[src/rtl/chan_pkt_arbiter.sv]
// Packet-level round-robin merge of two stream sources, tagging each beat with its source id; CHAN_ARB_TIMEOUT_EN adds forced close of stalled packets.
// One-cycle registered latency at full throughput; the granted source sees ready whenever the output register is empty or draining.
module chan_pkt_arbiter #(
  parameter int DATA_WIDTH     = 32,
  parameter int USER_WIDTH     = 16,
  parameter int CNT_WIDTH      = 32,
  parameter int TIMEOUT_CYCLES = 4096
) (
  input  logic                  clk,
  input  logic                  rst,
  input  logic                  cfg_enable,
  input  logic                  s0_tvalid,
  output logic                  s0_tready,
  input  logic [DATA_WIDTH-1:0] s0_tdata,
  input  logic [USER_WIDTH-1:0] s0_tuser,
  input  logic                  s0_tlast,
  input  logic                  s1_tvalid,
  output logic                  s1_tready,
  input  logic [DATA_WIDTH-1:0] s1_tdata,
  input  logic [USER_WIDTH-1:0] s1_tuser,
  input  logic                  s1_tlast,
  output logic                  m_tvalid,
  input  logic                  m_tready,
  output logic [DATA_WIDTH-1:0] m_tdata,
  output logic [USER_WIDTH-1:0] m_tuser,
  output logic                  m_tlast,
  output logic                  m_tid,
  output logic [1:0]            status_grant,
  output logic                  status_idle,
  output logic [CNT_WIDTH-1:0]  pkt_cnt_0,
  output logic [CNT_WIDTH-1:0]  pkt_cnt_1,
  output logic                  timeout_err
);

  typedef enum logic [1:0] {IDLE, GNT0, GNT1} state_t;

  typedef struct packed {
    logic [DATA_WIDTH-1:0] tdata;
    logic [USER_WIDTH-1:0] tuser;
    logic                  tlast;
    logic                  tid;
  } beat_t;

  state_t state, end_state;
  logic   last_grant;
  beat_t  in_beat, out_q;
  logic   gnt_id, out_free, acc, acc_last, cur_vld, other_vld;
  logic   to_pend, to_fire, pkt_end;

  assign gnt_id    = (state == GNT1);
  assign out_free  = !m_tvalid || m_tready;
  // A pending forced close owns the next output slot, so the source is held off.
  assign s0_tready = (state == GNT0) && out_free && !to_pend;
  assign s1_tready = (state == GNT1) && out_free && !to_pend;
  assign acc       = (s0_tvalid && s0_tready) || (s1_tvalid && s1_tready);
  assign cur_vld   = gnt_id ? s1_tvalid : s0_tvalid;
  assign other_vld = gnt_id ? s0_tvalid : s1_tvalid;

  always_comb begin
    in_beat = '0;
    if (to_fire) begin
      in_beat.tlast = 1'b1;
      in_beat.tid   = gnt_id;
    end else if (gnt_id) begin
      in_beat = {s1_tdata, s1_tuser, s1_tlast, 1'b1};
    end else begin
      in_beat = {s0_tdata, s0_tuser, s0_tlast, 1'b0};
    end
  end

  assign acc_last = acc && in_beat.tlast;
  assign pkt_end  = acc_last || to_fire;

  // Round robin at packet end: the other source first, else keep the current one.
  always_comb begin
    end_state = IDLE;
    if (cfg_enable && other_vld)
      end_state = gnt_id ? GNT0 : GNT1;
    else if (cfg_enable && cur_vld)
      end_state = gnt_id ? GNT1 : GNT0;
  end

  always_ff @(posedge clk or posedge rst) begin
    if (rst) begin
      state      <= IDLE;
      last_grant <= 1'b1;
      out_q      <= '0;
      m_tvalid   <= 1'b0;
      pkt_cnt_0  <= '0;
      pkt_cnt_1  <= '0;
    end else begin
      if (acc || to_fire) begin
        out_q    <= in_beat;
        m_tvalid <= 1'b1;
      end else if (m_tready) begin
        m_tvalid <= 1'b0;
      end

      if (acc_last && !gnt_id) pkt_cnt_0 <= pkt_cnt_0 + 1'b1;
      if (acc_last && gnt_id)  pkt_cnt_1 <= pkt_cnt_1 + 1'b1;

      case (state)
        IDLE: begin
          if (cfg_enable && (s0_tvalid || s1_tvalid))
            state <= (s0_tvalid && (!s1_tvalid || last_grant)) ? GNT0 : GNT1;
        end
        default: begin
          if (pkt_end) begin
            state      <= end_state;
            last_grant <= gnt_id;
          end
        end
      endcase
    end
  end

`ifdef CHAN_ARB_TIMEOUT_EN
  localparam int TO_W = $clog2(TIMEOUT_CYCLES + 1);
  logic [TO_W-1:0] stall_cnt;

  assign to_pend = (stall_cnt == TO_W'(TIMEOUT_CYCLES));
  assign to_fire = to_pend && out_free;

  always_ff @(posedge clk or posedge rst) begin
    if (rst) begin
      stall_cnt   <= '0;
      timeout_err <= 1'b0;
    end else begin
      timeout_err <= to_fire;
      if (state == IDLE || acc || to_fire)
        stall_cnt <= '0;
      else if (!cur_vld && !to_pend)
        stall_cnt <= stall_cnt + 1'b1;
    end
  end
`else
  assign to_pend     = 1'b0;
  assign to_fire     = 1'b0;
  assign timeout_err = 1'b0;
`endif

  assign m_tdata      = out_q.tdata;
  assign m_tuser      = out_q.tuser;
  assign m_tlast      = out_q.tlast;
  assign m_tid        = out_q.tid;
  assign status_grant = {state == GNT1, state == GNT0};
  assign status_idle  = (state == IDLE) && !m_tvalid;

endmodule

[config.mk]
export PLATFORM = sky130hd
export DESIGN_NAME = chan_pkt_arbiter
export DESIGN_NICKNAME = d
export VERILOG_FILES = /design/src/rtl/chan_pkt_arbiter.sv
export SDC_FILE = /design/constraint.sdc
export NUM_CORES = 1
export LEC_CHECK = 0
export ABC_AREA = 1
export BUFFER_PORTS_ARGS = -buffer_cell sky130_fd_sc_hd__buf_2
export CORE_ASPECT_RATIO = 0.7
export CORE_UTILIZATION = 45
export CTS_BUF_LIST = sky130_fd_sc_hd__clkbuf_16
export DETAILED_ROUTE_END_ITERATION = 10
export HOLD_SLACK_MARGIN = 0.08
export PLACE_DENSITY = 0.8
export SLEW_MARGIN = 20
export SYNTH_ARGS = -nofsm -noshare
export SYNTH_HDL_FRONTEND = slang
export SYNTH_SLANG_ARGS = --single-unit
[constraint.sdc]
create_clock -name clk -period 3.04 [get_ports clk]
set_input_delay 0 -clock clk [delete_from_list [all_inputs] [get_ports clk]]
set_output_delay 0 -clock clk [all_outputs]
set_load 0.01 [all_outputs]
-- After elaboration in Yosys (flattened, before gate mapping)
Index checks and enable logic that the tools add are counted.
- logic and storage cells: 52
- output and inout port bits: 121
- input bits: 104
- register bits after elaboration: 118
- reductions and logical operators: 24
- equality and inequality tests: 3
- bitwise operators: 1
- add/subtract/negate cells: 2
- muxes and demuxes: 13
- operators with widths (kind ; count):
    $add A32 B1 Y32 const B ; 2
    $mux W50 ; 1
    $mux W2 ; 8
    $logic_and A1 B1 Y1 ; 12
    $logic_or A1 B1 Y1 ; 4
    $mux W1 ; 4
    $reduce_and A2 Y1 ; 2
    $reduce_bool A2 Y1 ; 2
    $logic_not A1 Y1 ; 3
    $eq A2 B1 Y1 const B ; 1
    $eq A2 B2 Y1 const B ; 1
    $logic_not A2 Y1 ; 1
    $ne A2 B2 Y1 const B ; 1
    $not A1 Y1 ; 1

-- Longest topological paths before layout
Gate-level depths: netlist (run 1).
- depth in word-level cells: 8
- gate-level depth with buffers: 10
- depth with buffers taken out: 10

-- Worst setup path after synthesis (run 1)
OpenSTA, ideal clock, no wires.
- path type: reg-to-reg
- start: register state[0]
- end: register pkt_cnt_0[24]
- slack: 1.459 ns
- buffers on the path: 1
- setup time: 0.117 ns
- data required time: 2.923 ns
- clock period less this slack: 1.581 ns
- cell stages (with the launch flop): 11
- arrival time: 1.464 ns
- cells stage by stage: dfrtp_1 -> inv_2 -> nor2_1 -> nand3_1 -> nand2_2 -> nand2_2 -> buf_4 -> nor2_2 -> nand2_1 -> nand2_1 -> nand2_1
- cells in the longest elaborated chain, start to end: 6
- elaborated cells between the ends (all ways): 11
- classes of those cells: eq/ne (2); mux (1); reduce/logical (8)
- ends and longest elaborated chain (what ; line ; source):
    start: declaration ; 44 ; state_t state, end_state;
    start signal: assignment ; 105 ; state <= (s0_tvalid && (!s1_tvalid || last_grant)) ? GNT0 : GNT1;
    start signal: assignment ; 109 ; state <= end_state;
    $eq A2 B1 Y1 ; n/a ;
    net status_grant[0] ; 28 ; output logic [1:0] status_grant,
    $logic_and A1 B1 Y1 ; 53 ; assign s0_tready = (state == GNT0) && out_free && !to_pend;
    $logic_and A1 B1 Y1 ; 55 ; assign acc = (s0_tvalid && s0_tready) || (s1_tvalid && s1_tready);
    $logic_or A1 B1 Y1 ; 55 ;
    $logic_and A1 B1 Y1 ; 71 ; assign acc_last = acc && in_beat.tlast;
    $logic_and A1 B1 Y1 ; 99 ; if (acc_last && !gnt_id) pkt_cnt_0 <= pkt_cnt_0 + 1'b1;
    end signal: assignment ; 99 ;
    end: declaration ; 30 ; output logic [CNT_WIDTH-1:0] pkt_cnt_0,
The timed path passes the listed nets, and every way through them passes these cells.
A chain may end at the register's enable or synchronous reset.

-- Worst setup path in the final report (run 1)
- start: register state[0]
- end: register out_q, in the netlist m_tdata[30]
- cells in the longest elaborated chain, start to end: 4
- elaborated cells between the ends (all ways): 8
- classes of those cells: eq/ne (2); mux (1); reduce/logical (5)
- ends and longest elaborated chain (what ; line ; source):
    $eq A2 B1 Y1 / $eq A2 B2 Y1 (equally long branches) ; 53, 50, 54 ;
    $logic_and A1 B1 Y1 (on tied branches) ; 53, 54 ;
    $logic_and A1 B1 Y1 ; 55 ;
    $logic_or A1 B1 Y1 ; 55 ;
    end signal: assignment ; 93 ; out_q <= in_beat;
    end: declaration ; 46 ; beat_t in_beat, out_q;
Several ways; a longest one is shown, not always the timed one.

==> metrics, run 1 <==
GR Util met3 6.98%; syn_area_per_cell 7.23 um2; R2R Path Start state[0]; final clock skew 9.60 ps; cell count after synthesis 866; Iter 0 DRT Violations 447; Initial Util 46.9%; P_leak 5.00 nW; minimum clock period 2690 ps; WL final 19.7 mm; Die Height 101 um; first-pass GRT wire length 32.4 mm; Worst Hold Path Cells 6; Yosys top cell area share 46.8%; vias in the first global route 6717; CTS root buf clkbuf_16; H-tree depth 4; top post-synthesis cells by area dfrtp_1, nand2_1, nor2_1; IO Count 225; Worst Setup End Kind flop; Hold Vio Cnt, Final 0; largest net degree at the start of global routing 63; GR Util met1 36.4%; synth warn 0; fin crit share 88.4%; Slew headroom 43.0%; total grt overflow 0; Synth Register Bits 118; final setup fails 0; Max Cap Viol 0; RSZ-0062 raised after global routing no; Hold Startpoint s0_tvalid; most frequent cells in the layout nand2_1, buf_2, nor2_1, dfrtp_1, dlygate4sd3_1; GRT Max-Usage Layer met2; CTS tree built; initial antenna violation count 0; Seq/Total Area, Yosys 47.2%; Critical Path Source Type flop; clock-pin slew on the worst setup and hold paths 60 ps; outcome finished clean; Max Root-Sink Buffers 2; R2R Path End m_tdata[30]; Cell Pwr Density 426 nW/um2; Hold Crit Class in -> reg; syn nets 972; number of I/O port buffers 223; Hold WS 128 ps; ratio of cells with drive above 1 in the final layout 22.8%; DRT Pass-1 Iters 7; Setup Fix Bufs, Post-CTS 0; Antenna Nets Post-Route 0; required time of the critical path 3380 ps; worst-margin pin slew 853 ps; Crit path arrival time 3030 ps; die width 143 um; ant diodes 0; Routability Congestion 0.890; vias per cell 4.99; DRC viols 0; Row Count 35; Area Growth Syn to Fin 46.2%; CTS buffer count 17; Yosys top cell by area dfrtp_1; CTS sink count 118; Worst R2R Setup Slack 350 ps; drt wl/cell 14.3 um; Final Max Slew Viols 0; hpwl dp 12.6 mm; grt met2 use 47.6%; all-layer global routing usage 28.7%; Min-Delay Endpoint state[1]; CP Class reg -> reg; Fin Setup TNS 0 ps; commonest non-fill, non-tap cell in the layout nand2_1; synth unique cells 29; vias 6901; CORE AREA 13400 um2; reg2reg path depth 8; Peak VDD IR 308 uV; Crit Path Max Fanout 52; worst skew pair latency 410 ps; Post-Syn Area 6260 um2; Net count, final 1290; die area 14400 um2; fmax 372 MHz
[critical path, cell delays in order (launching register included)]
cell	delay, ps
dfrtp_1	470
inv_2	80
nor2_1	130
nand3_1	140
nand2_4	410
buf_4	520
nor2_1	90
a31oi_1	190
dlygate4sd3_1	580
[state kept, by name (all words and copies together) (netlist names)]
register	count
last_grant	1
m_tdata	32
m_tid	1
m_tlast	1
m_tuser	16
m_tvalid	1
pkt_cnt_0	32
pkt_cnt_1	32
state	2
[metal layers]
metal / wire length (um) / vias to the layer above
li1: - / 3364
met1: 8730 / 3205
met2: 9310 / 273
met3: 1180 / 59
met4: 517 / 0
met5: 0 / -
[cells in the mapped netlist]
| master | count |
|---|---|
| buf_2 | 15 |
| clkbuf_1 | 9 |
| ha_1 | 2 |
| xnor2_1 | 3 |
| nand3_1 | 37 |
| inv_2 | 4 |
| nand4_1 | 7 |
| dfrtp_1 | 117 |
| nand2_4 | 1 |
| buf_6 | 1 |
| nor2_4 | 1 |
| nand2_1 | 326 |
| a31oi_1 | 48 |
| nand2_2 | 2 |
| o22ai_1 | 1 |
| a21oi_1 | 3 |
| nor2_2 | 3 |
| buf_4 | 4 |
| nor3_1 | 7 |
| and2_1 | 1 |
| o21ai_0 | 14 |
| dfstp_2 | 1 |
| nand3b_1 | 11 |
| inv_1 | 64 |
| nand3_2 | 1 |
| nor2_1 | 156 |
| nor3b_1 | 1 |
| conb_1 | 1 |
| xor2_1 | 25 |
[worst max path at each step]
stage / from / end / cells past startpoint
finish: state[0] / m_tdata[30] / 8
global route: state[0] / m_tuser[14] / 8
CTS: state[0] / m_tuser[12] / 8
detailed placement: state[0] / pkt_cnt_0[30] / 9
global placement: state[0] / pkt_cnt_0[25] / 9
floorplan: state[0] / pkt_cnt_0[24] / 10
[layout make-up]
class	instances	area [um2]
clock buffers	17	425
clock inverters	15	205
fillers	1094	4210
inverters	68	259
multi-input cells	651	2910
flip-flops and latches	118	2950
well taps	185	231
repair buffers	328	2170
[timing repair]
item / CTS / global route
endpoints found under the hold margin: 86 / 0
gates resized for setup: 0 / 0
hold buffers: 100 / 0
setup endpoints to repair: 0 / 0
[cells by family after synthesis]
family | Yosys count | synth area share, %
simple gates | 554 | 35.7
flops | 118 | 47.2
buf+inv | 97 | 6.48
compound gates | 66 | 6.26
xor+xnor | 28 | 3.92
fa+ha+maj | 2 | 0.400
other cells | 1 | 0.0599
[power by group]
part           total, mW  internal [mW]  switching (mW)  leakage (nW)
Sequential          1.57           1.57               0          1.62
Clock               2.14           1.38           0.765         0.305
Combinational      0.181          0.103          0.0780          3.07
[metrics by stage]
stage	worst slack, ps	cells	power [mW]	instance area (um2)	util, %
after global placement	631	1250	1.72	7520	56.3
after CTS	433	1382	3.92	9150	68.5
after detailed placement	564	1250	1.73	7520	56.3
after global routing	99.5	1382	4.02	9150	68.5
after floorplan	1460	866	1.64	6260	-
final	353	1382	3.90	9150	68.5
Power figures use the tool's default switching activity.
==> run 2: changes to the inputs <==
--- a/config.mk
+++ b/config.mk
@@ -5,14 +5,13 @@
 export SDC_FILE = /design/constraint.sdc
 export NUM_CORES = 1
 export LEC_CHECK = 0
-export ABC_AREA = 1
 export BUFFER_PORTS_ARGS = -buffer_cell sky130_fd_sc_hd__buf_2
 export CORE_ASPECT_RATIO = 0.7
-export CORE_UTILIZATION = 45
+export CORE_UTILIZATION = 44
 export CTS_BUF_LIST = sky130_fd_sc_hd__clkbuf_16
 export DETAILED_ROUTE_END_ITERATION = 10
 export HOLD_SLACK_MARGIN = 0.08
-export PLACE_DENSITY = 0.8
+export PLACE_DENSITY = 0.81
 export SLEW_MARGIN = 20
 export SYNTH_ARGS = -nofsm -noshare
 export SYNTH_HDL_FRONTEND = slang
==> run 2 against run 1 <==
Compared with the run above:
- critical path depth down 2
- sequential power up 43%
- critical endpoint is now state[1]
- critical path type unchanged
- flip-flop and latch count unchanged
- worst setup slack better by 270 ps
- cell count down 28%
- non-clock buffer count up 2
- first-iteration DRC count down 61%
- synthesized cell count down 42%
- count of clock-buffer cells in the layout unchanged
- die area down 10%
- wire length down 18%
- highest routed layer unchanged
- maximum frequency up 11%
==> metrics, run 2 <==
outcome finished clean; syn_area_per_cell 10.9 um2 (+51%); top post-synthesis cells by area dfrtp_1, mux2i_1, xnor2_1; Initial Util 46.1% (-0.76 points); final clock skew 10.5 ps (+0.892 ps); P_leak 4.20 nW (-16%); initial antenna violation count 0 (unchanged); setup ws final 628 ps (+275 ps); Net count, final 935 (-28%); Slew headroom 46.9% (+3.9 points); Setup Fix Bufs, Post-CTS 0 (unchanged); most frequent cells in the layout buf_2, dfrtp_1, dlygate4sd3_1, nor2_1, a21oi_1; die area 13000 um2 (-10%); Post-Syn Area 5500 um2 (-12%); synth warn 0 (unchanged); Post-synth top cells dfrtp_1, nor2_1, a21oi_1; Iter 0 DRT Violations 174 (-61%); largest net degree at the start of global routing 100 (+59%); CTS root buf clkbuf_16; Main synth FF type dfrtp_1; RSZ-0062 raised after global routing no; Hold WS 141 ps (+13.0 ps); first-pass GRT wire length 25.0 mm (-23%); Worst Setup End Kind flop; CTS buffer count 17 (unchanged); Max Root-Sink Buffers 2 (unchanged); CP Class reg -> reg; Hold Crit Class in -> reg; Fin Setup TNS 0 ps (unchanged); cell count after synthesis 504 (-42%); Max Cap Viol 0 (unchanged); Finished Core Util 70.5% (+2.0 points); most frequent cell after synthesis dfrtp_1; Cell Pwr Density 817 nW/um2 (+92%); final setup fails 0 (unchanged); IO Count 225 (unchanged); CORE AREA 11900 um2 (-11%); drt wl/cell 16.2 um (+13%); Synth Register Bits 118 (unchanged); Hold Vio Cnt, Final 0 (unchanged); Peak VDD IR 479 uV (+55%); vias 5124 (-26%); CTS sink count 118 (unchanged); vias in the first global route 5086 (-24%); DRT Pass-1 Iters 4 (-3); Seq/Total Area, Yosys 53.7% (+6.5 points); synth unique cells 46 (+59%); ratio of cells with drive above 1 in the final layout 33.4% (+11 points); pre-CTS WS 1030 ps (+467 ps); ant diodes 0 (unchanged); Antenna Nets Post-Route 0 (unchanged); Total Power 6.88 mW (+77%); Crit path arrival time 2680 ps (-350 ps); Yosys top cell by area dfrtp_1; Crit Path Max Fanout 10 (-81%); worst skew pair latency 410 ps (about the same); fin crit share 79.3% (-9.0 points); share of flip-flops with an asynchronous set or reset 100% (unchanged); dpl cells 864 (-31%); syn nets 610 (-37%); DRC viols 0 (unchanged); Final Instance Area 8420 um2 (-8.0%); all-layer global routing usage 25.4% (-3.3 points); Non-Filler Instances 998 (-28%); H-tree depth 4 (unchanged); Post-synth EDFFs 0 (unchanged); minimum clock period 2410 ps (-275 ps); worst-margin pin slew 794 ps (-58.2 ps); die width 136 um (-5.1%); Area Growth Syn to Fin 53.0%; commonest non-fill, non-tap cell in the layout buf_2; required time of the critical path 3310 ps (-70 ps); Critical Path Source Type flop; DP Area 6750 um2 (-10%); WL final 16.1 mm (-18%); hpwl dp 10.1 mm (-20%); vias per cell 5.13 (+2.8%); Routability Congestion 0.820 (-7.9%); fmax 415 MHz (+11%); CTS tree built; Die Height 95.5 um (-5.1%); Row Count 33 (-5.7%); number of I/O port buffers 223 (unchanged); Yosys top cell area share 53.2% (+6.4 points); Final Max Slew Viols 0 (unchanged); clock-pin slew on the worst setup and hold paths 50 ps (about the same); total grt overflow 0 (unchanged)
==> run 2: cell types whose count changed after synthesis, moves of 9 or more <==
| cell | change |
|---|---|
| a31oi_1 | -48 |
| nor2_1 | -93 |
| nand4_1 | +13 |
| and3_1 | +9 |
| nand3b_1 | -11 |
| xnor2_1 | +46 |
| a21oi_1 | +47 |
| inv_1 | -57 |
| xor2_1 | -12 |
| o21ai_0 | -10 |
| nand2_1 | -296 |
| mux2i_1 | +48 |
| nand3_1 | -16 |
==> run 2: cells by family (layout without fill, tap and decap cells) <==
family | Yosys count | count (layout) | synth area share, %
and+or+nand+nor | 183 | 183 | 18.4
DFF | 118 | 118 | 53.7
other | 1 | 1 | 0.0682
xor gates and xnor gates | 62 | 62 | 9.87
AOI/OAI and AO/OA | 59 | 59 | 5.80
buffers and inverters | 31 | 368 | 2.91
muxes | 48 | 48 | 8.74
adders and majority gates | 2 | 2 | 0.455
==> run 2: timing repair <==
action	4_1_cts	5_1_grt
resized for setup	0	0
endpoints found under the hold margin	74	0
hold buffers	103	0
endpoints found under the setup margin	0	0
==> run 2: worst paths after layout <==
| path | startpoint | to | slack (ps) | cells past startpoint |
|---|---|---|---|---|
| max in group asynchronous | rst | m_tlast | 2030 | 4 |
| min in group asynchronous | rst | pkt_cnt_0[26] | 170 | 3 |
| min reg2reg | last_grant | last_grant | 460 | 2 |
| min | s1_tlast | last_grant | 140 | 4 |
| max reg2reg | state[0] | state[1] | 630 | 6 |
| max | state[0] | state[1] | 630 | 6 |
==> run 2: layout make-up <==
class | instances | area (um2)
repair buffers | 330 | 2200
well taps | 157 | 196
flip-flops and latches | 118 | 2950
multi-input cells | 355 | 2400
fillers | 855 | 3510
inverters | 7 | 30.0
clock inverters | 14 | 209
clock buffers | 17 | 425
==> run 2: routing by layer <==
layer / vias up / GRT usage (%) / wire length [um]
met2: 215 / 43.5 / 8100
met4: 0 / 10.3 / 299
met5: - / 0 / 0
li1: 2401 / - / -
met1: 2475 / 30.4 / 6670
met3: 33 / 7.18 / 1060
==> run 2: power by group <==
| part | total, mW | leakage [nW] | switching (mW) | internal, mW |
|---|---|---|---|---|
| Clock | 2.14 | 0.308 | 0.697 | 1.44 |
| Combinational | 2.50 | 2.42 | 1.29 | 1.20 |
| Sequential | 2.24 | 1.47 | 0.271 | 1.97 |
==> run 2: critical path: stages, from the launching register on <==
cell,delay [ps]
dfrtp_1,500
and4b_4,420
and2_1,380
a211oi_2,120
a311oi_1,220
dlygate4sd3_1,590
a21oi_1,50
==> run 3: changes to the inputs <==
--- a/config.mk
+++ b/config.mk
@@ -5,13 +5,14 @@
 export SDC_FILE = /design/constraint.sdc
 export NUM_CORES = 1
 export LEC_CHECK = 0
+export ABC_AREA = 1
 export BUFFER_PORTS_ARGS = -buffer_cell sky130_fd_sc_hd__buf_2
 export CORE_ASPECT_RATIO = 0.7
-export CORE_UTILIZATION = 44
+export CORE_UTILIZATION = 50
 export CTS_BUF_LIST = sky130_fd_sc_hd__clkbuf_16
 export DETAILED_ROUTE_END_ITERATION = 10
 export HOLD_SLACK_MARGIN = 0.08
-export PLACE_DENSITY = 0.81
+export PLACE_DENSITY = 0.84
 export SLEW_MARGIN = 20
 export SYNTH_ARGS = -nofsm -noshare
 export SYNTH_HDL_FRONTEND = slang
==> constraint.sdc (replaced) <==
create_clock -name clk -period 2.5 [get_ports clk]
set_input_delay 0 -clock clk [delete_from_list [all_inputs] [get_ports clk]]
set_output_delay 0 -clock clk [all_outputs]
set_load 0.01 [all_outputs]
==> run 3 against run 2 <==
Compared with the run above:
- first-iteration DRC count rose to 2.5 times the previous value
- global-route usage rose by 6.9 points
- largest power group is now clock
- critical path depth rose by 2
- count of clock-buffer cells in the layout did not move
- via count rose by 40%
- cell area rose by 8.7%
==> metrics, run 3 (synthesis results as in run 1) <==
Setup Fix Bufs, Post-CTS 0 (unchanged); Fin Setup TNS 0 ps (unchanged); commonest non-fill, non-tap cell in the layout nand2_1; Initial Util 52.4% (+6.4 points); Hold Vio Cnt, Final 0 (unchanged); ratio of cells with drive above 1 in the final layout 22.8% (-11 points); WL final 20.2 mm (+25%); dpl cells 1223 (+42%); die width 136 um (about the same); clock-pin slew on the worst setup and hold paths 60 ps (about the same); fin crit share 89.6% (+10 points); DP Area 7500 um2 (+11%); Area Growth Syn to Fin 46.2%; all-layer global routing usage 32.4% (+6.9 points); Max Cap Viol 0 (unchanged); drt wl/cell 14.9 um (-7.9%); Peak VDD IR 449 uV (-6.3%); CTS sink count 118 (unchanged); Finished Core Util 76.7% (+6.1 points); Final Max Slew Viols 0 (unchanged); GR Util met3 6.22% (-0.96 points); initial antenna violation count 0 (unchanged); CTS root buf clkbuf_16; vias in the first global route 6949 (+37%); RSZ-0062 raised after global routing no; fmax 446 MHz (+7.7%); vias per cell 5.28 (+2.8%); total grt overflow 0 (unchanged); GRT Max-Usage Layer met2; Critical Path Source Type flop; Hold Crit Class in -> reg; DRT Pass-1 Iters 5 (+1); grt met2 use 55.3% (+12 points); Crit Path Max Fanout 97 (+87); first-pass GRT wire length 32.6 mm (+30%); GR Util met1 40.0% (+9.6 points); Max Root-Sink Buffers 2 (unchanged); Routability Congestion 0.895 (+9.2%); Row Count 33 (unchanged); required time of the critical path 2840 ps (-470 ps); vias 7154 (+40%); number of I/O port buffers 223 (unchanged); CTS tree built; Iter 0 DRT Violations 439 (+150%); reg2reg path depth 8 (+2); worst-margin pin slew 635 ps (-160 ps); Final Instance Area 9150 um2 (+8.7%); final clock skew 9.08 ps (-1.41 ps); DRC viols 0 (unchanged); CORE AREA 11900 um2 (unchanged); final setup fails 0 (unchanged); die area 13000 um2 (+0.13%); Antenna Nets Post-Route 0 (unchanged); hpwl dp 12.4 mm (+22%); setup ws final 260 ps (-368 ps); ant diodes 0 (unchanged); CP Class reg -> reg; Total Power 4.78 mW (-31%); Worst Setup End Kind flop; outcome finished clean; P_leak 5.01 nW (+19%); Worst Hold Path Cells 6 (+2); CTS buffer count 17 (unchanged); Slew headroom 57.7% (+11 points); Net count, final 1292 (+38%); Non-Filler Instances 1356 (+36%); Hold WS 150 ps (+8.88 ps); largest net degree at the start of global routing 119 (+19%); Cell Pwr Density 522 nW/um2 (-36%); Die Height 95.6 um (about the same); most frequent cells in the layout nand2_1, buf_2, nor2_1, dfrtp_1, dlygate4sd3_1; minimum clock period 2240 ps (-172 ps); worst skew pair latency 400 ps (about the same); Crit path arrival time 2580 ps (-100 ps); IO Count 225 (unchanged); pre-CTS WS 703 ps (-328 ps); H-tree depth 4 (unchanged)
run 3: metal layers:
| layer | vias to the layer above | share of wire, % |
|---|---|---|
| li1 | 3373 | - |
| met1 | 3381 | 42 |
| met2 | 334 | 48 |
| met3 | 66 | 6.9 |
| met4 | 0 | 3.1 |
| met5 | - | 0 |
run 3: critical path: stages, from the launching register on:
cell and delay, ps:
dfrtp_1 460, inv_2 80, nor2_1 120, nand3_1 100, nand2_2 160, buf_12 340
nor2_1 90, a31oi_1 210, dlygate4sd3_1 590
run 3: path summary, 6_finish.rpt:
| path | startpoint | endpoint | slack (ps) |
|---|---|---|---|
| max | state[0] | m_tuser[5] | 260 |
| min | s0_tvalid | state[0] | 150 |
| max reg2reg | state[0] | m_tuser[5] | 260 |
| min reg2reg | last_grant | last_grant | 470 |
| max in group asynchronous | rst | pkt_cnt_1[7] | 1690 |
| min in group asynchronous | rst | pkt_cnt_0[30] | 320 |
run 3: cell type report:
| type | instances | area, um2 |
|---|---|---|
| Timing Repair Buffer | 330 | 2200 |
| Tap cell | 157 | 196 |
| Clock inverter | 15 | 211 |
| Fill cell | 805 | 2790 |
| Multi-Input combinational cell | 651 | 2900 |
| Inverter | 68 | 259 |
| Sequential cell | 118 | 2950 |
| Clock buffer | 17 | 425 |
run 3: power breakdown:
part | total [mW] | switching [mW] | internal [mW]
clock | 2.64 | 0.889 | 1.76
sequential | 1.91 | 0 | 1.91
combinational | 0.221 | 0.0968 | 0.124
run 3: repair_timing:
action	CTS	global route
hold endpoints to repair	168	0
resized for setup	0	0
hold buffers	101	0
